===== config.mk =====
export PLATFORM = sky130hd
export DESIGN_NAME = feynman_tcam_compare
export DESIGN_NICKNAME = d
export VERILOG_FILES = /design/src/rtl/tcam_pkg.sv /design/src/rtl/feynman_gate_vec.sv /design/src/rtl/feynman_tcam_compare.sv
export SDC_FILE = /design/constraint.sdc
export NUM_CORES = 1
export LEC_CHECK = 0
export ABC_AREA = 1
export CELL_PAD_IN_SITES_DETAIL_PLACEMENT = 0
export CELL_PAD_IN_SITES_GLOBAL_PLACEMENT = 1
export CORE_MARGIN = 4
export CORE_UTILIZATION = 43
export DETAILED_ROUTE_END_ITERATION = 10
export PLACE_DENSITY_LB_ADDON = 0.08
export REMOVE_ABC_BUFFERS = 1
export SLEW_MARGIN = 10
export SYNTH_ARGS = -nofsm -noshare
export SYNTH_HDL_FRONTEND = slang
export SYNTH_SLANG_ARGS = --single-unit

===== constraint.sdc =====
create_clock -name clk -period 8.6 [get_ports clk]
set_clock_uncertainty 0.15 [all_clocks]
set_input_delay 0.86 -clock clk [delete_from_list [all_inputs] [get_ports clk]]
set_output_delay 0.86 -clock clk [all_outputs]
set_load 0.1 [all_outputs]

===== src/rtl/tcam_pkg.sv =====
// tcam_pkg: shared widths, stage payload type and popcount helper for the TCAM comparator.
package tcam_pkg;
  localparam int DEF_DATA_W = 16;
  localparam int DEF_CHUNK_W = 4;
  localparam int CNT_W = $clog2(DEF_DATA_W + 1);
  typedef struct packed {
    logic [DEF_DATA_W-1:0] key;
    logic [DEF_DATA_W-1:0] diff;
    logic                  valid;
  } stage_t;
  function automatic int unsigned popcnt(input logic [31:0] v);
    popcnt = 0;
    for (int i = 0; i < 32; i++) popcnt += {31'b0, v[i]};
  endfunction
endpackage


===== src/rtl/feynman_gate_vec.sv =====
// feynman_gate_vec: W-wide array of reversible Feynman gates (P = A, Q = A ^ B).
module feynman_gate_vec #(
  parameter int W = 16
) (
  input  logic [W-1:0] a_i,
  input  logic [W-1:0] b_i,
  output logic [W-1:0] p_o,
  output logic [W-1:0] q_o
);
  assign p_o = a_i;
  assign q_o = a_i ^ b_i;
endmodule


===== src/rtl/feynman_tcam_compare.sv =====
// feynman_tcam_compare: 3-stage ternary key/word comparator with match flag, mismatch count and hit counter.
module feynman_tcam_compare
  import tcam_pkg::*;
#(
  parameter int DATA_W  = DEF_DATA_W,
  parameter int CHUNK_W = DEF_CHUNK_W,
  parameter int HIT_W   = 16
) (
  input  logic                       clk,
  input  logic                       rst,
  input  logic                       in_valid,
  output logic                       in_ready,
  input  logic [DATA_W-1:0]          in_key,
  input  logic [DATA_W-1:0]          in_word,
  input  logic [DATA_W-1:0]          in_mask,
  output logic                       out_valid,
  input  logic                       out_ready,
  output logic [DATA_W-1:0]          out_key,
  output logic [DATA_W-1:0]          out_diff,
  output logic                       out_match,
  output logic [$clog2(DATA_W+1)-1:0] out_miss_cnt,
  output logic [HIT_W-1:0]           hit_cnt,
  input  logic                       hit_clr
);
  localparam int NC = DATA_W / CHUNK_W;
  localparam int PW = $clog2(CHUNK_W + 1);
  localparam int MW = $clog2(DATA_W + 1);
  stage_t s1_q, s2_q, s3_q;
  logic [NC-1:0] f2_q, f2_d;
  logic [NC-1:0][PW-1:0] p2_q, p2_d;
  logic m3_q, m3_d;
  logic [MW-1:0] c3_q, c3_d;
  logic [HIT_W-1:0] hit_q, hit_d;
  logic [DATA_W-1:0] p, q;
  logic adv1, adv2, adv3;
  feynman_gate_vec #(.W(DATA_W)) u_fg (.a_i(in_key), .b_i(in_word), .p_o(p), .q_o(q));
  // each stage moves when it is empty or its successor is moving
  assign adv3 = ~s3_q.valid | out_ready;
  assign adv2 = ~s2_q.valid | adv3;
  assign adv1 = ~s1_q.valid | adv2;
  assign in_ready = adv1;
  always_comb begin
    for (int i = 0; i < NC; i++) begin
      f2_d[i] = |s1_q.diff[i*CHUNK_W +: CHUNK_W];
      p2_d[i] = PW'(popcnt(32'(s1_q.diff[i*CHUNK_W +: CHUNK_W])));
    end
    m3_d = ~|f2_q;
    c3_d = '0;
    for (int i = 0; i < NC; i++) c3_d = c3_d + MW'(p2_q[i]);
    hit_d = hit_clr ? '0 : (out_valid & out_ready & m3_q & ~&hit_q) ? hit_q + 1'b1 : hit_q;
  end
  always_ff @(posedge clk or posedge rst) begin
    if (rst) begin
      s1_q  <= '0;
      s2_q  <= '0;
      s3_q  <= '0;
      f2_q  <= '0;
      p2_q  <= '0;
      m3_q  <= 1'b0;
      c3_q  <= '0;
      hit_q <= '0;
    end else begin
      if (adv1) s1_q <= '{key: p, diff: q & ~in_mask, valid: in_valid};
      if (adv2) begin
        s2_q <= s1_q;
        f2_q <= f2_d;
        p2_q <= p2_d;
      end
      if (adv3) begin
        s3_q <= s2_q;
        m3_q <= m3_d;
        c3_q <= c3_d;
      end
      hit_q <= hit_d;
    end
  end
  assign out_valid    = s3_q.valid;
  assign out_key      = s3_q.key;
  assign out_diff     = s3_q.diff;
  assign out_match    = m3_q;
  assign out_miss_cnt = c3_q;
  assign hit_cnt      = hit_q;
endmodule


==> After elaboration in Yosys (flattened, before gate mapping) <==
Index checks and enable logic that the tools add are counted.
{ "word_totals": {"ff_bits": 137, "input_bits": 53, "out_inout_bits": 56, "word_cells": 56} }
{ "classes": {"addsub": 16, "n_mux": 2, "n_bitwise": 12, "n_reduce_logical": 9} }
{ "op_table": {"columns": ["operator", "count"], "rows": [
  ["16-bit two-way mux", 2],
  ["4-bit OR reduction", 5],
  ["16-bit by 1-bit adder with 16-bit output (second input constant)", 1],
  ["16-bit AND", 1],
  ["16-bit inverter", 1],
  ["16-bit AND reduction", 1],
  ["16-bit bitwise XOR", 1],
  ["2-bit by 1-bit adder with 3-bit output", 4],
  ["3-bit by 1-bit adder with 3-bit output", 4],
  ["1-bit by 1-bit adder with 2-bit output", 4],
  ["4-bit by 3-bit adder with 5-bit output", 1],
  ["5-bit by 3-bit adder with 5-bit output", 1],
  ["3-bit by 3-bit adder with 4-bit output", 1],
  ["1-bit AND", 3],
  ["1-bit inverter", 3],
  ["1-bit bitwise OR", 3],
  ["1-bit zero test", 2],
  ["2-bit nonzero test", 1]
]} }

==> Logic depth before layout (Yosys ltp) <==
{ "logic_depth": {"ltp_word": 5, "mapped_depth": 10, "ltp_nobuf": 9} }

==> Modules after synthesis <==
Synthesis repeated with hierarchy kept, for this count alone.
{ "unflattened": {"hier_cells": 727, "area_unflattened_um2": 6482.5} }
{ "modules_own_cells": {"columns": ["module", "n_inst", "cells_per_inst", "area_each_um2", "seq_area_each_um2"], "rows": [
  ["feynman_tcam_compare", 1, 631, 6062.1, 3428.3],
  ["feynman_gate_vec", 1, 96, 420.4, 0.0]
]} }

==> Worst setup path after synthesis <==
No wires, ideal clock.
{ "synth_timing": {"path_type": "register to output", "start": "register s3_q (netlist bit out_valid)", "end": "output port in_ready", "arrival_ps": 1945, "t_required_ps": 7590, "slack_ps": 5645, "path_stages_with_launch": 6, "n_path_buf": 2, "cell_sequence": "dfrtp_1 > nand2_1 > nor2_1 > nand2_1 > buf_2 > buf_2"} }
{ "synth_via": {"elab_chain_cells": 4} }
{ "synth_lines": {"columns": ["item", "line_no", "source"], "rows": [
  ["start: declaration", "feynman_tcam_compare.sv:28", "stage_t s1_q, s2_q, s3_q;"],
  ["start signal: assignment", "feynman_tcam_compare.sv:70", "s3_q <= s2_q;"],
  ["1-bit inverter", "feynman_tcam_compare.sv:38", "assign adv3 = ~s3_q.valid | out_ready;"],
  ["1-bit bitwise OR", "feynman_tcam_compare.sv:38", null],
  ["1-bit bitwise OR", "feynman_tcam_compare.sv:39", "assign adv2 = ~s2_q.valid | adv3;"],
  ["1-bit bitwise OR", "feynman_tcam_compare.sv:40", "assign adv1 = ~s1_q.valid | adv2;"],
  ["end: declaration", "feynman_tcam_compare.sv:12", "output logic in_ready,"]
]} }
Every way passes these cells.

==> Final worst setup path <==
{ "layout_timing": {"start": "input port out_ready", "end": "output port in_ready"} }
{ "layout_via": {"elab_chain_cells": 3} }
{ "layout_lines": {"columns": ["item", "line_no", "source"], "rows": [
  ["start: declaration", "feynman_tcam_compare.sv:17", "input logic out_ready,"],
  ["1-bit bitwise OR", "feynman_tcam_compare.sv:38", null],
  ["1-bit bitwise OR", "feynman_tcam_compare.sv:39", null],
  ["1-bit bitwise OR", "feynman_tcam_compare.sv:40", null]
]} }
Every way passes these cells.

==> flow_metrics.tcl <==
set metrics [dict create \
    cellLeakagePower_nw 3.96 \
    peakVddDrop_mv 0.145 \
    dr_total_vias 4893 \
    crit-reg2reg-launch "out_valid" \
    critical_path_required_ps 7590 \
    use_met2_pct 27.9 \
    global_route.overflow_total 0 \
    crit_path_end "in_ready" \
    yosysTopAreaCellShare_pct 55.1 \
    final_layout_size_suffix_gt1_share_pct 6.18 \
    cts_sinks 137 \
    clock.fmax_mhz 211 \
    ctsHoldBuffers 0 \
    n_fill_cell 1291 \
    synth_most_common_cell "sky130_fd_sc_hd__nand2_1" \
    remaining_drc_errors 0 \
    first_global_vias 4990 \
    area.growth.synth_to_final_pct 29.9 \
    worst_hold_check_path_type "reg2reg" \
    startpoint_type "primary input" \
    synth-edff-count 0 \
    top_level_ports 109 \
    maximum_number_of_pins_on_one_net_before_global_route_repair 79 \
    dp.final_hpwl_um 9000 \
    status "complete, no violations" \
    floorplan.rows 43 \
    cts_post_setup_buffers_inserted 0 \
    timing_max_transition_violations_final 0 \
    max_cap_violations 0 \
    power_per_cell_area_nw_per_um2 273 \
    cts.reportedPaths.clkPinSlew_ps 60 \
    initial_core_util_pct 44.3 \
    design.core.area_um2 14000 \
    cp_num_buf_inv 4 \
    worst_setup_slack_for_register_to_register_paths_ps 5870 \
    cts_tree "done" \
    antenna_violations_before_repair 0 \
    synth_cell_type_count 24 \
    fp.dieW_um 128 \
    busiest_layer "met2" \
    postSynth.asyncResetShare_pct 100 \
    port-buffer-count 108 \
    grt_util_met1_pct 23.4 \
    final-setup-viol-count 0 \
    worstMarginPinSlew_ps 996 \
    num-nets-final 909 \
    critical_path.startpoint "out_ready" \
    holdPathStages 2 \
    most_used_dff_post_synth "sky130_fd_sc_hd__dfrtp_1" \
    crit_type "in2out" \
    wire_length_of_the_first_global_routing_pass_um 23300 \
    wl_per_cell_um 13.1 \
    postSynthCellCount 726 \
    worst_path_largest_cell_delay_ps 1000 \
    crit_chain "clkdlybuf4s50_1, inv_2, nand2_2, nor2_4, buf_4, nand2_2, clkdlybuf4s50_1" \
    totalWireLength_um 13400 \
    hold_path_startpoint "out_key[13]" \
    dr.pass1.iters 4 \
    grt_setup_unrepaired "false" \
    placed_cells_incl_taps 990 \
    yosys-top-cells-area "sky130_fd_sc_hd__dfrtp_1, sky130_fd_sc_hd__nand2_1, sky130_fd_sc_hd__o21ai_1, sky130_fd_sc_hd__inv_1, sky130_fd_sc_hd__ha_1" \
    clk_path_buf_depth 2 \
    r2r_cells 7 \
    synth_seq_cells 137 \
    path_depth 7 \
    htree_num_levels 4 \
    final_core_util_pct 57.5 \
    ys_top_cells_by_count "sky130_fd_sc_hd__nand2_1, sky130_fd_sc_hd__dfrtp_1, sky130_fd_sc_hd__inv_1" \
    endpoint_kind "output pin" \
    postSynthAreaPerCell_um2 8.56 \
    die_height_um 128 \
    cts_resized 0 \
    critical_path_arrival_ps 3730 \
    final.min_clock_period_ps 4740 \
    total_area_of_multi_input_combinational_cells_um2 2390 \
    floorplan.die_area_um2 16400 \
    global_route.usage.total_pct 17.5 \
    cts_inserted_buffers 17 \
    clkLatencyLatePin_ps 410 \
    regToRegEndpoint "s1_q[15]" \
    num_antenna_cells 0 \
    fin_crit_sh_pct 55.1 \
    yosys_warnings 0 \
    hold_viol_final 0 \
    synth_area_leader_cell "sky130_fd_sc_hd__dfrtp_1" \
    initialDrtViolationCount 278 \
    critPathSlowestCell "sky130_fd_sc_hd__clkdlybuf4s50_1" \
    worst-path-max-fanout 74 \
    layout.cells.non_filler 1022 \
    root_buffer "sky130_fd_sc_hd__clkbuf_16" \
    sequential_cell_area_um2 3430 \
    global_placement_routability_congestion 0.788 \
    met3_usage_pct 4.79 \
    netlist_area_um2 6220 \
    ant_nets 0 \
    yosysSeqAreaShare_pct 55.1 \
    fin_setup_tns_ps 0 \
    cp_top_family "buffers and inverters" \
    route.detailed.vias_per_inst 4.79 \
    timing.max_slew.rel_slack_pct 33.4 \
]
## metrics by stage
stage          power [mW]  hold WS (ps)  setup WS (ps)  instance area [um^2]
3_5_place_dp         1.45           312           3820                  7440
3_3_place_gp         1.44           308           3850                  7440
6_report             2.20           320           3860                  8080
5_1_grt              2.32           351           3640                  8080
2_1_floorplan        1.27           280            986                  6090
4_1_cts              2.23           326           3800                  8080
## final cells by class
cell class | count | area share [%]
inverters | 77 | 3.64
repair buffers | 111 | 13.7
clock inverters | 6 | 1.33
clock buffers | 26 | 6.55
well taps | 180 | 2.79
multi-input cells | 485 | 29.6
flip-flops and latches | 137 | 42.4
## tightest hold or removal path, delay by kind of cell, from the launching register on
kind | cells | cell delay, ps
AND/OR/NAND/NOR | 2 | 110
flip-flops | 1 | 340
## power by group
group / leakage [nW] / total (mW) / internal (mW) / switching, mW
combinational: 1.92 / 0.638 / 0.175 / 0.462
clock: 0.313 / 0.769 / 0.510 / 0.259
sequential: 1.73 / 0.797 / 0.741 / 0.0558
## routing by layer
layer,share of wire (%),vias to the layer above
li1,-,2472
met1,46,2309
met2,47,94
met3,4.8,18
met4,1.3,0
met5,0,-
## registers in the layout, indices dropped and copies added, names as in the netlist
name / count
s1_q: 33
s2_q: 33
out_match: 1
out_key: 16
out_diff: 16
hit_cnt: 16
out_valid: 1
out_miss_cnt: 5
f2_q: 4
p2_q: 12
## kinds of logic (layout without fill, tap and decap cells)
kind of cell               count (synthesis)  in the layout  synth area share [%]
adders and majority gates                 27             27                  6.64
xor gates and xnor gates                   4              4                 0.563
DFF                                      137            137                  55.1
buffers and inverters                    104            220                  6.64
and+or+nand+nor                          372            372                  24.3
AOI/OAI and AO/OA                         82             82                  6.72
## how the worst min path moves through the flow
stage,to,slack (ps)
floorplan,out_valid,280
global placement,out_key[0],310
detailed placement,out_key[0],310
CTS,out_key[0],330
global route,out_key[11],350
finish,out_key[13],320
## cell usage in the layout, fill, tap and decap left out, types with 3 or more instances in the layout
cell type | synthesis | layout
sky130_fd_sc_hd__buf_4 | 0 | 3
sky130_fd_sc_hd__dfrtp_1 | 137 | 137
sky130_fd_sc_hd__inv_1 | 71 | 70
sky130_fd_sc_hd__nor2_1 | 56 | 55
sky130_fd_sc_hd__xor2_1 | 4 | 4
sky130_fd_sc_hd__a31oi_1 | 4 | 4
sky130_fd_sc_hd__a21oi_1 | 8 | 8
sky130_fd_sc_hd__fa_1 | 10 | 10
sky130_fd_sc_hd__clkbuf_8 | 0 | 7
sky130_fd_sc_hd__clkdlybuf4s50_1 | 0 | 108
sky130_fd_sc_hd__inv_2 | 6 | 6
sky130_fd_sc_hd__nand2_1 | 263 | 261
sky130_fd_sc_hd__nand3_1 | 31 | 31
sky130_fd_sc_hd__nor2_4 | 4 | 5
sky130_fd_sc_hd__ha_1 | 17 | 17
sky130_fd_sc_hd__nand2_2 | 1 | 3
sky130_fd_sc_hd__clkbuf_16 | 0 | 17
sky130_fd_sc_hd__nand4_1 | 12 | 12
sky130_fd_sc_hd__o21ai_1 | 67 | 67
sky130_fd_sc_hd__bufinv_16 | 0 | 3
No activity file was read; power rests on OpenSTA's default activity.
